**src/rtl/fp_pkg.sv**
```systemverilog
// Shared constants and types for the FPU divider: field widths, iteration
// count, exponent arithmetic width and the FSM state encoding.
package fp_pkg;

  localparam int EXP_W  = 8;
  localparam int FRAC_W = 23;
  localparam int BIAS   = 127;

  localparam int WORD_W   = 1 + EXP_W + FRAC_W;  // 32-bit IEEE single
  localparam int SIGN_BIT = WORD_W - 1;
  localparam int MANT_W   = FRAC_W + 1;          // divisor 1.fff
  localparam int REM_W    = MANT_W + 1;          // remainder never reaches 2*D
  localparam int ITER     = FRAC_W + 2;          // quotient bits produced
  localparam int CNT_W    = $clog2(ITER);
  localparam int EXP_AW   = EXP_W + 2;           // signed exponent with headroom

  localparam logic [CNT_W-1:0]    LAST_CNT = CNT_W'(ITER - 1);
  localparam logic [EXP_AW-1:0]   EXP_OFS  = EXP_AW'(BIAS - 1);
  localparam logic [EXP_AW-1:0]   EXP_MAX  = EXP_AW'((1 << EXP_W) - 1);
  localparam logic [WORD_W-2:0]   INF_MAG  = 31'h7F800000;

  typedef enum logic [1:0] {
    IDLE = 2'd0,
    DIV  = 2'd1,
    DONE = 2'd2
  } state_e;

endpackage

```
**src/rtl/fp_div_step.sv**
```systemverilog
// One restoring-division step: trial-subtract the divisor, emit the quotient
// bit and the shifted partial remainder for the next step.
module fp_div_step
  import fp_pkg::*;
(
  input  logic [REM_W-1:0]  rem_i,
  input  logic [MANT_W-1:0] dsr_i,
  output logic [REM_W-1:0]  rem_o,
  output logic              q_o
);

  // One extra bit so a negative trial result is seen as a borrow.
  logic [REM_W:0] diff;

  // Trial subtraction and restore-or-keep selection.
  always_comb begin
    diff  = {1'b0, rem_i} - {2'b00, dsr_i};
    q_o   = ~diff[REM_W];
    rem_o = q_o ? (diff[REM_W-1:0] << 1) : (rem_i << 1);
  end

endmodule

```
**src/rtl/fp_divider.sv**
```systemverilog
// Multi-cycle single-precision divider with run/stall handshake. One quotient
// bit per clock, truncating, denormals flushed to zero, no NaN handling.
module fp_divider
  import fp_pkg::*;
(
  input  logic              clk,
  input  logic              rst,
  input  logic              run,
  input  logic [WORD_W-1:0] x,
  input  logic [WORD_W-1:0] y,
  output logic              stall,
  output logic [WORD_W-1:0] z
);

  state_e             state_q, state_d;
  logic [CNT_W-1:0]   cnt_q,   cnt_d;
  logic [REM_W-1:0]   rem_q,   rem_d;
  logic [MANT_W-1:0]  dsr_q,   dsr_d;
  // Only the low ITER-1 quotient bits are stored: the leading bit is only
  // needed after the final shift, where it comes straight from the step.
  logic [ITER-2:0]    quo_q,   quo_d;
  logic [EXP_AW-1:0]  exp_q,   exp_d;
  logic               sign_q,  sign_d;
  logic               xz_q,    xz_d;
  logic               yz_q,    yz_d;
  logic [WORD_W-1:0]  z_q,     z_d;

  logic [REM_W-1:0]   rem_step;
  logic               q_bit;
  logic [ITER-1:0]    quo_step;
  logic [EXP_AW-1:0]  exp_fin;
  logic [FRAC_W-1:0]  mant;
  logic [WORD_W-1:0]  packed_z;

  fp_div_step u_step (
    .rem_i (rem_q),
    .dsr_i (dsr_q),
    .rem_o (rem_step),
    .q_o   (q_bit)
  );

  assign quo_step = {quo_q, q_bit};
  assign stall    = run & (state_q != DONE);
  assign z        = z_q;

  // Normalise the quotient that the current step completes and pack the result.
  always_comb begin
    exp_fin = quo_step[ITER-1] ? exp_q + 1'b1 : exp_q;
    mant    = quo_step[ITER-1] ? quo_step[ITER-2:1] : quo_step[ITER-3:0];
    if (xz_q) begin
      packed_z = '0;
    end else if (yz_q) begin
      packed_z = {sign_q, INF_MAG};
    end else if (exp_fin[EXP_AW-1] || (exp_fin == '0)) begin
      packed_z = '0;
    end else if (exp_fin >= EXP_MAX) begin
      packed_z = {sign_q, INF_MAG};
    end else begin
      packed_z = {sign_q, exp_fin[EXP_W-1:0], mant};
    end
  end

  // Next-state logic for the FSM and the datapath registers.
  always_comb begin
    // NOTE: every _d starts from its _q so no path through the case leaves a
    // variable unassigned, which would otherwise infer a latch.
    state_d = state_q;
    cnt_d   = cnt_q;
    rem_d   = rem_q;
    dsr_d   = dsr_q;
    quo_d   = quo_q;
    exp_d   = exp_q;
    sign_d  = sign_q;
    xz_d    = xz_q;
    yz_d    = yz_q;
    z_d     = z_q;
    unique case (state_q)
      IDLE: begin
        if (run) begin
          state_d = DIV;
          cnt_d   = '0;
          rem_d   = {1'b0, 1'b1, x[FRAC_W-1:0]};
          dsr_d   = {1'b1, y[FRAC_W-1:0]};
          quo_d   = '0;
          sign_d  = x[SIGN_BIT] ^ y[SIGN_BIT];
          exp_d   = {2'b00, x[SIGN_BIT-1:FRAC_W]} - {2'b00, y[SIGN_BIT-1:FRAC_W]}
                    + EXP_OFS;
          xz_d    = (x[SIGN_BIT-1:FRAC_W] == '0);
          yz_d    = (y[SIGN_BIT-1:FRAC_W] == '0);
        end
      end
      DIV: begin
        if (!run) begin
          state_d = IDLE;
        end else begin
          rem_d = rem_step;
          quo_d = quo_step[ITER-2:0];
          cnt_d = cnt_q + 1'b1;
          if (cnt_q == LAST_CNT) begin
            state_d = DONE;
            z_d     = packed_z;
          end
        end
      end
      DONE:    state_d = IDLE;
      default: state_d = IDLE;
    endcase
  end

  // State and datapath registers, all cleared by the asynchronous reset.
  always_ff @(posedge clk or negedge rst) begin
    if (!rst) begin
      state_q <= IDLE;
      cnt_q   <= '0;
      rem_q   <= '0;
      dsr_q   <= '0;
      quo_q   <= '0;
      exp_q   <= '0;
      sign_q  <= 1'b0;
      xz_q    <= 1'b0;
      yz_q    <= 1'b0;
      z_q     <= '0;
    end else begin
      // NOTE: non-blocking assignments so every register samples the values
      // from before this edge, independent of statement order.
      state_q <= state_d;
      cnt_q   <= cnt_d;
      rem_q   <= rem_d;
      dsr_q   <= dsr_d;
      quo_q   <= quo_d;
      exp_q   <= exp_d;
      sign_q  <= sign_d;
      xz_q    <= xz_d;
      yz_q    <= yz_d;
      z_q     <= z_d;
    end
  end

endmodule
```
**config.mk**
```make
export PLATFORM = sky130hd
export DESIGN_NAME = fp_divider
export DESIGN_NICKNAME = d
export VERILOG_FILES = /design/src/rtl/fp_pkg.sv /design/src/rtl/fp_div_step.sv /design/src/rtl/fp_divider.sv
export SDC_FILE = /design/constraint.sdc
export NUM_CORES = 1
export LEC_CHECK = 0
export CAP_MARGIN = 20
export CORE_UTILIZATION = 60
export CTS_CLUSTER_SIZE = 14
export DETAILED_ROUTE_END_ITERATION = 10
export PLACE_DENSITY = 0.95
export SYNTH_ARGS = -nofsm -noshare
export SYNTH_HDL_FRONTEND = slang
export SYNTH_SLANG_ARGS = --single-unit
```
**constraint.sdc**
```tcl
create_clock -name clk -period 3.8 [get_ports clk]
set_clock_uncertainty 0.1 [all_clocks]
set_input_delay 0.57 -clock clk [delete_from_list [all_inputs] [get_ports clk]]
set_output_delay 0.57 -clock clk [all_outputs]
set_load 0.005 [all_outputs]
```
---- After elaboration in Yosys (flattened, before gate mapping) ----
Index checks and enable logic that the tools add are counted.
storage, ports and cells
  output and inout bits ................... 33
  bits of input ports ..................... 67
  logic and storage cells ................. 55
  bits in registers ....................... 125
cells by class
  equal/unequal tests ..................... 6
  order comparisons ....................... 1
  reduce and logical (&&, ||, !) cells .... 10
  add/sub/neg operators ................... 5
  mux-type cells .......................... 20
  bitwise gates (word level) .............. 3
operator list
  kind                                                                                   count
  32-bit 2-to-1 mux                                                                      3
  25-bit 2-to-1 mux                                                                      3
  25-bit one-hot mux with 2 select lines                                                 1
  24-bit 2-to-1 mux                                                                      2
  24-bit one-hot mux with 2 select lines                                                 1
  31-bit 2-to-1 mux                                                                      1
  25-bit by 24-bit subtractor with 26-bit output                                         1
  23-bit 2-to-1 mux                                                                      1
  8-bit logical NOT                                                                      2
  10-bit by 1-bit adder with 10-bit output (second input constant)                       1
  9-bit by 8-bit adder with 10-bit output (second input constant)                        1
  10-bit by 8-bit greater-or-equal comparator with 1-bit output (second input constant)  1
  10-bit logical NOT                                                                     1
  10-bit 2-to-1 mux                                                                      1
  5-bit 2-to-1 mux                                                                       2
  5-bit one-hot mux with 2 select lines                                                  1
  8-bit by 8-bit subtractor with 9-bit output                                            1
  2-bit 2-to-1 mux                                                                       3
  2-bit inequality test (second input constant)                                          3
  3-bit AND reduction                                                                    2
  5-bit by 1-bit adder with 5-bit output (second input constant)                         1
  5-bit equality test (second input constant)                                            1
  2-bit one-hot mux with 2 select lines                                                  1
  2-bit AND reduction                                                                    2
  other kinds (8)                                                                        8

---- Logic depth before layout (Yosys ltp) ----
Gate-level depths: netlist of the first run.
  word-level depth ........................ 7
  mapped depth ............................ 12
  depth with buffers taken out ............ 12

---- Cells and area by module ----
A second synthesis of the first run with hierarchy kept.
unflattened totals
  cells, all modules ...................... 911
  area, all modules ....................... 8167.8 um^2
by module, submodules not included
  module       times used  area an instance (um^2)  cells each  sequential area each (um^2)
  fp_divider   1           6192.2                   665         3128.0
  fp_div_step  1           1975.6                   246         0.0

---- Worst setup path after synthesis of the first run ----
No wires, ideal clock.
  path type ............................... input to register
  start point ............................. in x[23]
  end point ............................... reg exp_q[8]
  data required time ...................... 3617 ps
  path slack .............................. 1213 ps
  stages .................................. 12
  setup time .............................. 83 ps
  arrival time ............................ 2404 ps
  buffers on the path ..................... 0
  cell sequence ........................... inv_1 ha_1 inv_1 fa_1 a21oi_1 o21ai_0 o21a_1 nor2_1 xor2_1 a31oi_1 xor2_1 o21ai_0
between the ends
  longest elaborated chain between the ends .. 2
ends and longest elaborated chain
  what                                         RTL line           source
  start, declared                              fp_divider.sv:9    input logic [WORD_W-1:0] x,
  8-bit by 8-bit subtractor with 9-bit output  fp_divider.sv:86   exp_d = {2'b00, x[SIGN_BIT-1:FRAC_W]} - {2'b00, y[SIGN_BIT-1:FRAC_W]}
  9-bit by 8-bit adder with 10-bit output      fp_divider.sv:87   + EXP_OFS;
  end signal, assigned                         fp_divider.sv:131  exp_q <= exp_d;
  end, declared                                fp_divider.sv:22   logic [EXP_AW-1:0] exp_q, exp_d;
Every way passes these cells.
A chain may end at the register's enable or synchronous reset.

---- Worst setup path after layout of the first run ----
  start point ............................. reg rem_q[7]
  end point ............................... reg rem_q[16]
between the ends
  longest elaborated chain between the ends .. 4
ends and longest elaborated chain
  what                                            RTL line           source
  start, declared                                 fp_divider.sv:17   logic [REM_W-1:0] rem_q, rem_d;
  start signal, assigned                          fp_divider.sv:128  rem_q <= rem_d;
  25-bit by 24-bit subtractor with 26-bit output  fp_div_step.sv:17  diff = {1'b0, rem_i} - {2'b00, dsr_i};
  25-bit 2-to-1 mux                               fp_div_step.sv:19  rem_o = q_o ? (diff[REM_W-1:0] << 1) : (rem_i << 1);
  25-bit 2-to-1 mux                               fp_divider.sv:93   if (!run) begin
  25-bit one-hot mux with 2 select lines          fp_divider.sv:77   unique case (state_q)
Every way passes these cells. The select of a mux whose other input is x is not followed.

==> impl_metrics.csv, run 1 <==
group,metric,value,unit
outcome,status,"finished, final reports clean",
yosys,synth_top_flop_cell,"dfrtp_1",
cells_and_area,n_antenna_cell,0,
cells_and_area,final_cell_mix,"nand2_1 (164), dfrtp_1 (125), clkdlybuf4s50_1 (98)",
power_and_ir_drop,p_leak,4.03,nW
timing,final.setup.tns,0,ps
floorplanning,start_util,61.5,%
timing,drv_slew,0,
critical_path,critPathMaxFanout,33,
yosys,syn_inst,847,
critical_path,critical_path_class,"flop to flop",
global_routing,grt_overflow,0,
clock_network,clk_latency,430,ps
timing,period_needed,3200,ps
yosys,synth_nets,952,
run,maxCapViolations,0,
yosys,synth-seq-cells,125,
critical_path,crit_family,"compound AO/OA/AOI/OAI gates",
critical_path,crit_arrival,3400,ps
route,drtAntennaViolNets,0,
cells_and_area,final_cells,1094,
critical_path,critPathLaunchType,"flop",
yosys,yosysTopAreaCell,"dfrtp_1",
floorplanning,num_rows,40,
critical_path,required,4000,ps
timing,fin_crit_sh,84.3,%
cells_and_area,area_growth,22.6,%
yosys,synth.area.top_cells,"dfrtp_1 (42%), nand2_1 (8.3%), o21ai_0 (6.2%), ha_1 (6.1%), mux2i_1 (4.6%)",
placed_design,numPlacedInstances,1062,
clock_network,postCtsSetupBuffers,0,
timing,relSlewSlack,27.0,%
route,vias_per_cell,6.06,
placed_design,io_buffers,99,
critical_path,path_depth,9,
placed_design,gp_congestion,0.904,
clock_network,cts_resized,0,
global_routing,grt_max_degree,62,
power_and_ir_drop,irDropWorstVdd,0.000391,V
critical_path,reg2reg_depth,9,
floorplanning,ios,100,
critical_path,cp-startpoint,"rem_q[7]",
route,drt_iter0_markers,452,
timing,fmax,0.312,GHz
yosys,synth_edf_count,0,
timing,worst_pin_slew,1090,ps
yosys,syn-cell-area,7380,sq um
clock_network,cts.sinks,125,
critical_path,r2r-start,"rem_q[7]",
timing,setup_violations,0,
critical_path,crit_slowest_cell,"o211ai_4",
clock_network,cts_tree,"built",
placed_design,pre_cts_ws,549,ps
yosys,ys.warnings.count,0,
route,drt_first_pass_iters,5,
global_routing,grt_pass1_wl,30700,microns
floorplanning,core,12000,sq um
clock_network,h-tree-depth,4,
critical_path,cp_cell_sequence,"ha_1, nand2_1, nor2_2, o2111ai_2, o21ba_2, o211ai_4, nand2_2, o22ai_1, a21oi_1",
clock_network,cts_hold_buf,0,
cells_and_area,drive_gt1_share,7.07,%
cells_and_area,nFillCells,793,
critical_path,r2r-end,"rem_q[16]",
power_and_ir_drop,finalPower,5.67,mW
timing,rsz0062_at_grt,"false",
route,routed_wl,18100,microns
floorplanning,die_area,12800,sq um
power_and_ir_drop,powerDensity,627,nW/um^2
cells_and_area,fin_util,75.3,%
yosys,ys_types,66,
critical_path,reg2reg_slack,600,ps
global_routing,track_usage,30.6,%
cells_and_area,final_common_cell,"nand2_1",
critical_path,critPathBufInv,0,
yosys,ys_seq_area_share,42.4,%
floorplanning,die_x,113,microns
timing,fin_ws,597,ps
clock_network,path_clk_slew,60,ps
critical_path,crit_path_max_incr_delay,870,ps
cells_and_area,fin_nets,1039,
critical_path,timing.critical_path.to_type,"flop",
route,vias,6633,
clock_network,clockBufferDepth,2,
timing,finalHoldViolCount,0,
global_routing,antenna_found_initial,0,
placed_design,dp_hpwl,11800,microns
min_path,worstHoldPathType,"primary input to async pin",
clock_network,cts-root-buf,"clkbuf_16",
critical_path,worstSetupEndpoint,"rem_q[16]",
yosys,netlist.area_leader.share,42.4,%
route,routedWlPerCell,16.5,microns
clock_network,cts-buffers-inserted,17,
global_routing,first_global_vias,6452,
route,drc,0,
yosys,async_flop_share,100,%
yosys,avgSynthCellArea,8.72,sq um
floorplanning,die_y,113,microns
==> power breakdown <==
group	internal, mW	switching, mW	leakage [nW]
clock network	0.922	0.679	0.276
registers	1.53	0.181	1.63
logic	1.00	1.36	2.12
total	3.45	2.22	4.03
==> through the flow <==
step | cell area, sq um | hold WS, ps
global route | 9050 | 46.9
floorplan | 7380 | 174
CTS | 9050 | 21.5
detailed placement | 8470 | 369
global placement | 8470 | 339
finish | 9050 | 10.1
==> cells by family after synthesis <==
| kind of cell | synth area share [%] |
|---|---|
| xor gates and xnor gates | 4.39 |
| and+or+nand+nor | 19.3 |
| DFF | 42.4 |
| buffers and inverters | 4.81 |
| adders and majority gates | 6.64 |
| muxes | 4.76 |
| AOI/OAI and AO/OA | 17.7 |
==> worst min-delay path by stage <==
stage / startpoint / end / slack [ps] / depth (start not counted)
2_1_floorplan: rst / cnt_q[0] / 170 / 0
3_3_place_gp: dsr_q[23] / dsr_q[23] / 340 / 2
3_5_place_dp: z[25] / z[25] / 370 / 2
4_1_cts: rst / z[19] / 20 / 1
5_1_grt: rst / z[17] / 50 / 1
6_report: rst / z[26] / 10 / 1
==> state kept, by name (all words and copies together), names as in the netlist <==
name     cells
z           32
yz_q         1
dsr_q       24
sign_q       1
exp_q       10
cnt_q        5
xz_q         1
rem_q       25
quo_q       24
state_q      2
==> cells in the mapped netlist, types with 4 or more instances <==
library cell	instances
and3_1	14
nor3_1	11
ha_1	36
xor2_1	16
nand2_1	164
inv_1	46
nand3_1	38
a31oi_1	6
nor4_1	5
buf_1	4
nand4_1	5
o211ai_1	4
a21o_1	9
o21ai_0	91
a21oi_1	43
o31ai_1	5
dfrtp_1	125
o21ai_1	21
mux2i_1	34
clkbuf_1	29
or3_1	6
nor2b_1	9
o21a_1	11
xnor2_1	21
nor2_1	28
==> metal layers <==
metal	part of all wire, %	global-route usage (%)	vias up
li1	-	-	3117
met5	0	0	-
met3	5.0	6.53	66
met1	42	37.6	3178
met4	3.6	14.0	0
met2	50	51.9	272
==> cell type report <==
cell class | instances | area (sq um) | share of cell area [%]
multi-input cells | 636 | 3920 | 43.3
inverters | 46 | 173 | 1.91
flip-flops and latches | 125 | 3130 | 34.6
clock buffers | 17 | 425 | 4.70
clock inverters | 15 | 154 | 1.70
well taps | 147 | 184 | 2.03
repair buffers | 108 | 1070 | 11.8
No activity file was read; power rests on OpenSTA's default activity.
==> inputs of run 2 (changes only) <==
--- a/config.mk
+++ b/config.mk
@@ -6,10 +6,10 @@
 export NUM_CORES = 1
 export LEC_CHECK = 0
 export CAP_MARGIN = 20
-export CORE_UTILIZATION = 60
+export CORE_UTILIZATION = 50
 export CTS_CLUSTER_SIZE = 14
 export DETAILED_ROUTE_END_ITERATION = 10
-export PLACE_DENSITY = 0.95
+export PLACE_DENSITY = 0.87
 export SYNTH_ARGS = -nofsm -noshare
 export SYNTH_HDL_FRONTEND = slang
 export SYNTH_SLANG_ARGS = --single-unit
==> constraint.sdc (replaced) <==
create_clock -name clk -period 2.65 [get_ports clk]
set_clock_uncertainty 0.1 [all_clocks]
set_input_delay 0.3975 -clock clk [delete_from_list [all_inputs] [get_ports clk]]
set_output_delay 0.3975 -clock clk [all_outputs]
set_load 0.005 [all_outputs]
==> impl_metrics.csv, run 2 (same netlist as run 1, synthesis figures left out) <==
group,metric,value,unit
route,drt_first_pass_iters,5,
route,drc,0,
timing,relSlewSlack,53.1,%
cells_and_area,drive_gt1_share,13.7,%
cells_and_area,fin_nets,1079,
route,vias,6639,
critical_path,critPathLaunchType,"flop",
critical_path,reg2reg_depth,10,
global_routing,antenna_found_initial,0,
min_path,worstHoldPathType,"flop to flop",
timing,fmax,0.386,GHz
clock_network,h-tree-depth,4,
power_and_ir_drop,powerDensity,920,nW/um^2
placed_design,io_buffers,99,
min_path,min_to,"dsr_q[23]",
floorplanning,die_area,15300,sq um
route,vias_per_cell,5.67,
critical_path,r2r-end,"rem_q[9]",
route,drt_iter0_markers,375,
outcome,status,"finished, final reports clean",
timing,period_needed,2590,ps
cells_and_area,final_cells,1170,
min_path,worstHoldStart,"dsr_q[23]",
clock_network,clk_latency,420,ps
critical_path,r2r-start,"dsr_q[18]",
run,maxCapViolations,0,
min_path,holdPathStages,2,
cells_and_area,final_common_cell,"nand2_1",
route,drtAntennaViolNets,0,
critical_path,reg2reg_slack,60,ps
cells_and_area,n_antenna_cell,0,
power_and_ir_drop,finalPower,8.84,mW
critical_path,crit_arrival,2770,ps
cells_and_area,area_growth,30.2,%
route,routed_wl,17900,microns
timing,hold_slack,351,ps
placed_design,numPlacedInstances,1133,
floorplanning,die_y,124,microns
timing,worst_pin_slew,701,ps
floorplanning,ios,100,
floorplanning,core,14500,sq um
timing,rsz0062_at_grt,"true",
cells_and_area,largest_reg_flops,32,
cells_and_area,fin_util,66.4,%
critical_path,timing.critical_path.to_type,"flop",
clock_network,clockBufferDepth,2,
cells_and_area,nFillCells,1107,
floorplanning,die_x,124,microns
clock_network,cts-root-buf,"clkbuf_16",
placed_design,gp_congestion,0.899,
route,routedWlPerCell,15.3,microns
global_routing,track_usage,24.6,%
power_and_ir_drop,p_leak,4.25,nW
timing,finalHoldViolCount,0,
global_routing,grt_pass1_wl,29100,microns
timing,setup_violations,0,
floorplanning,num_rows,44,
clock_network,path_clk_slew,60,ps
power_and_ir_drop,irDropWorstVdd,0.000939,V
floorplanning,start_util,51.0,%
clock_network,cts-buffers-inserted,17,
placed_design,dp_hpwl,12100,microns
clock_network,cts_tree,"built",
critical_path,required,2830,ps
critical_path,critPathMaxFanout,6,
global_routing,grt_overflow,0,
critical_path,critical_path_class,"flop to flop",
timing,final.setup.tns,0,ps
global_routing,first_global_vias,6387,
clock_network,cts.sinks,125,
global_routing,grt_max_degree,56,
cells_and_area,final_cell_mix,"nand2_1 (162), dfrtp_1 (125), clkdlybuf4s50_1 (98)",
timing,drv_slew,0,
timing,fin_crit_sh,97.7,%
==> run 2: per-stage QoR <==
step	cell area (sq um)	setup WS, ps
after floorplan	7380	76.7
after global placement	8800	-310
after detailed placement	8800	-451
after CTS	9410	5.38
after global routing	9610	-73.0
final	9610	61.8
==> run 2: where the power goes <==
part           switching (mW)  internal (mW)  total [mW]
clock                   0.840           1.40        2.24
sequential              0.262           2.19        2.46
combinational            2.20           1.95        4.15
==> run 2: final cells by class <==
| class | instances | area [sq um] | share of cell area [%] |
|---|---|---|---|
| tap | 184 | 230 | 2.40 |
| sequential | 125 | 3130 | 32.5 |
| multi-input combinational | 636 | 4120 | 42.8 |
| clock buffer | 20 | 447 | 4.65 |
| timing repair buffer | 148 | 1400 | 14.6 |
| inverter | 46 | 173 | 1.80 |
| clock inverter | 11 | 118 | 1.22 |
==> run 2: layer usage <==
metal  global-route usage (%)  vias to the layer above  wire length (microns)
li1                         -                     3208                      -
met1                     30.1                     3179                   7620
met2                     41.4                      208                   8980
met3                     5.49                       44                    862
met4                     10.8                        0                    466
met5                        0                        -                      0
==> run 2: worst max path at each step <==
| stage | startpoint | cells after the start | to | slack [ps] |
|---|---|---|---|---|
| after CTS | rem_q[18] | 9 | rem_q[9] | 5 |
| after detailed placement | x[23] | 13 | exp_q[8] | -450 |
| after floorplan | rem_q[0] | 12 | rem_q[23] | 80 |
| after global routing | y[24] | 11 | exp_q[8] | -70 |
| after global placement | y[23] | 12 | exp_q[8] | -310 |
| final | dsr_q[18] | 10 | rem_q[9] | 60 |
==> run 2: critical path, stage by stage (launching register included) <==
cell and delay [ps]:
dfrtp_1 370, inv_1 120, ha_4 230, a211o_1 300, a21oi_2 180, o211ai_1 130, o21ba_2 290, o211ai_4 140
or2_2 320, a31oi_2 200, o21ai_1 80
==> run 2: timing repair <==
action,in CTS,in global routing
hold buffers,1,0
pin swaps,4,17
setup buffers,1,4
endpoints found under the setup margin,7,24
endpoints found under the hold margin,40,0
gates resized for setup,9,33
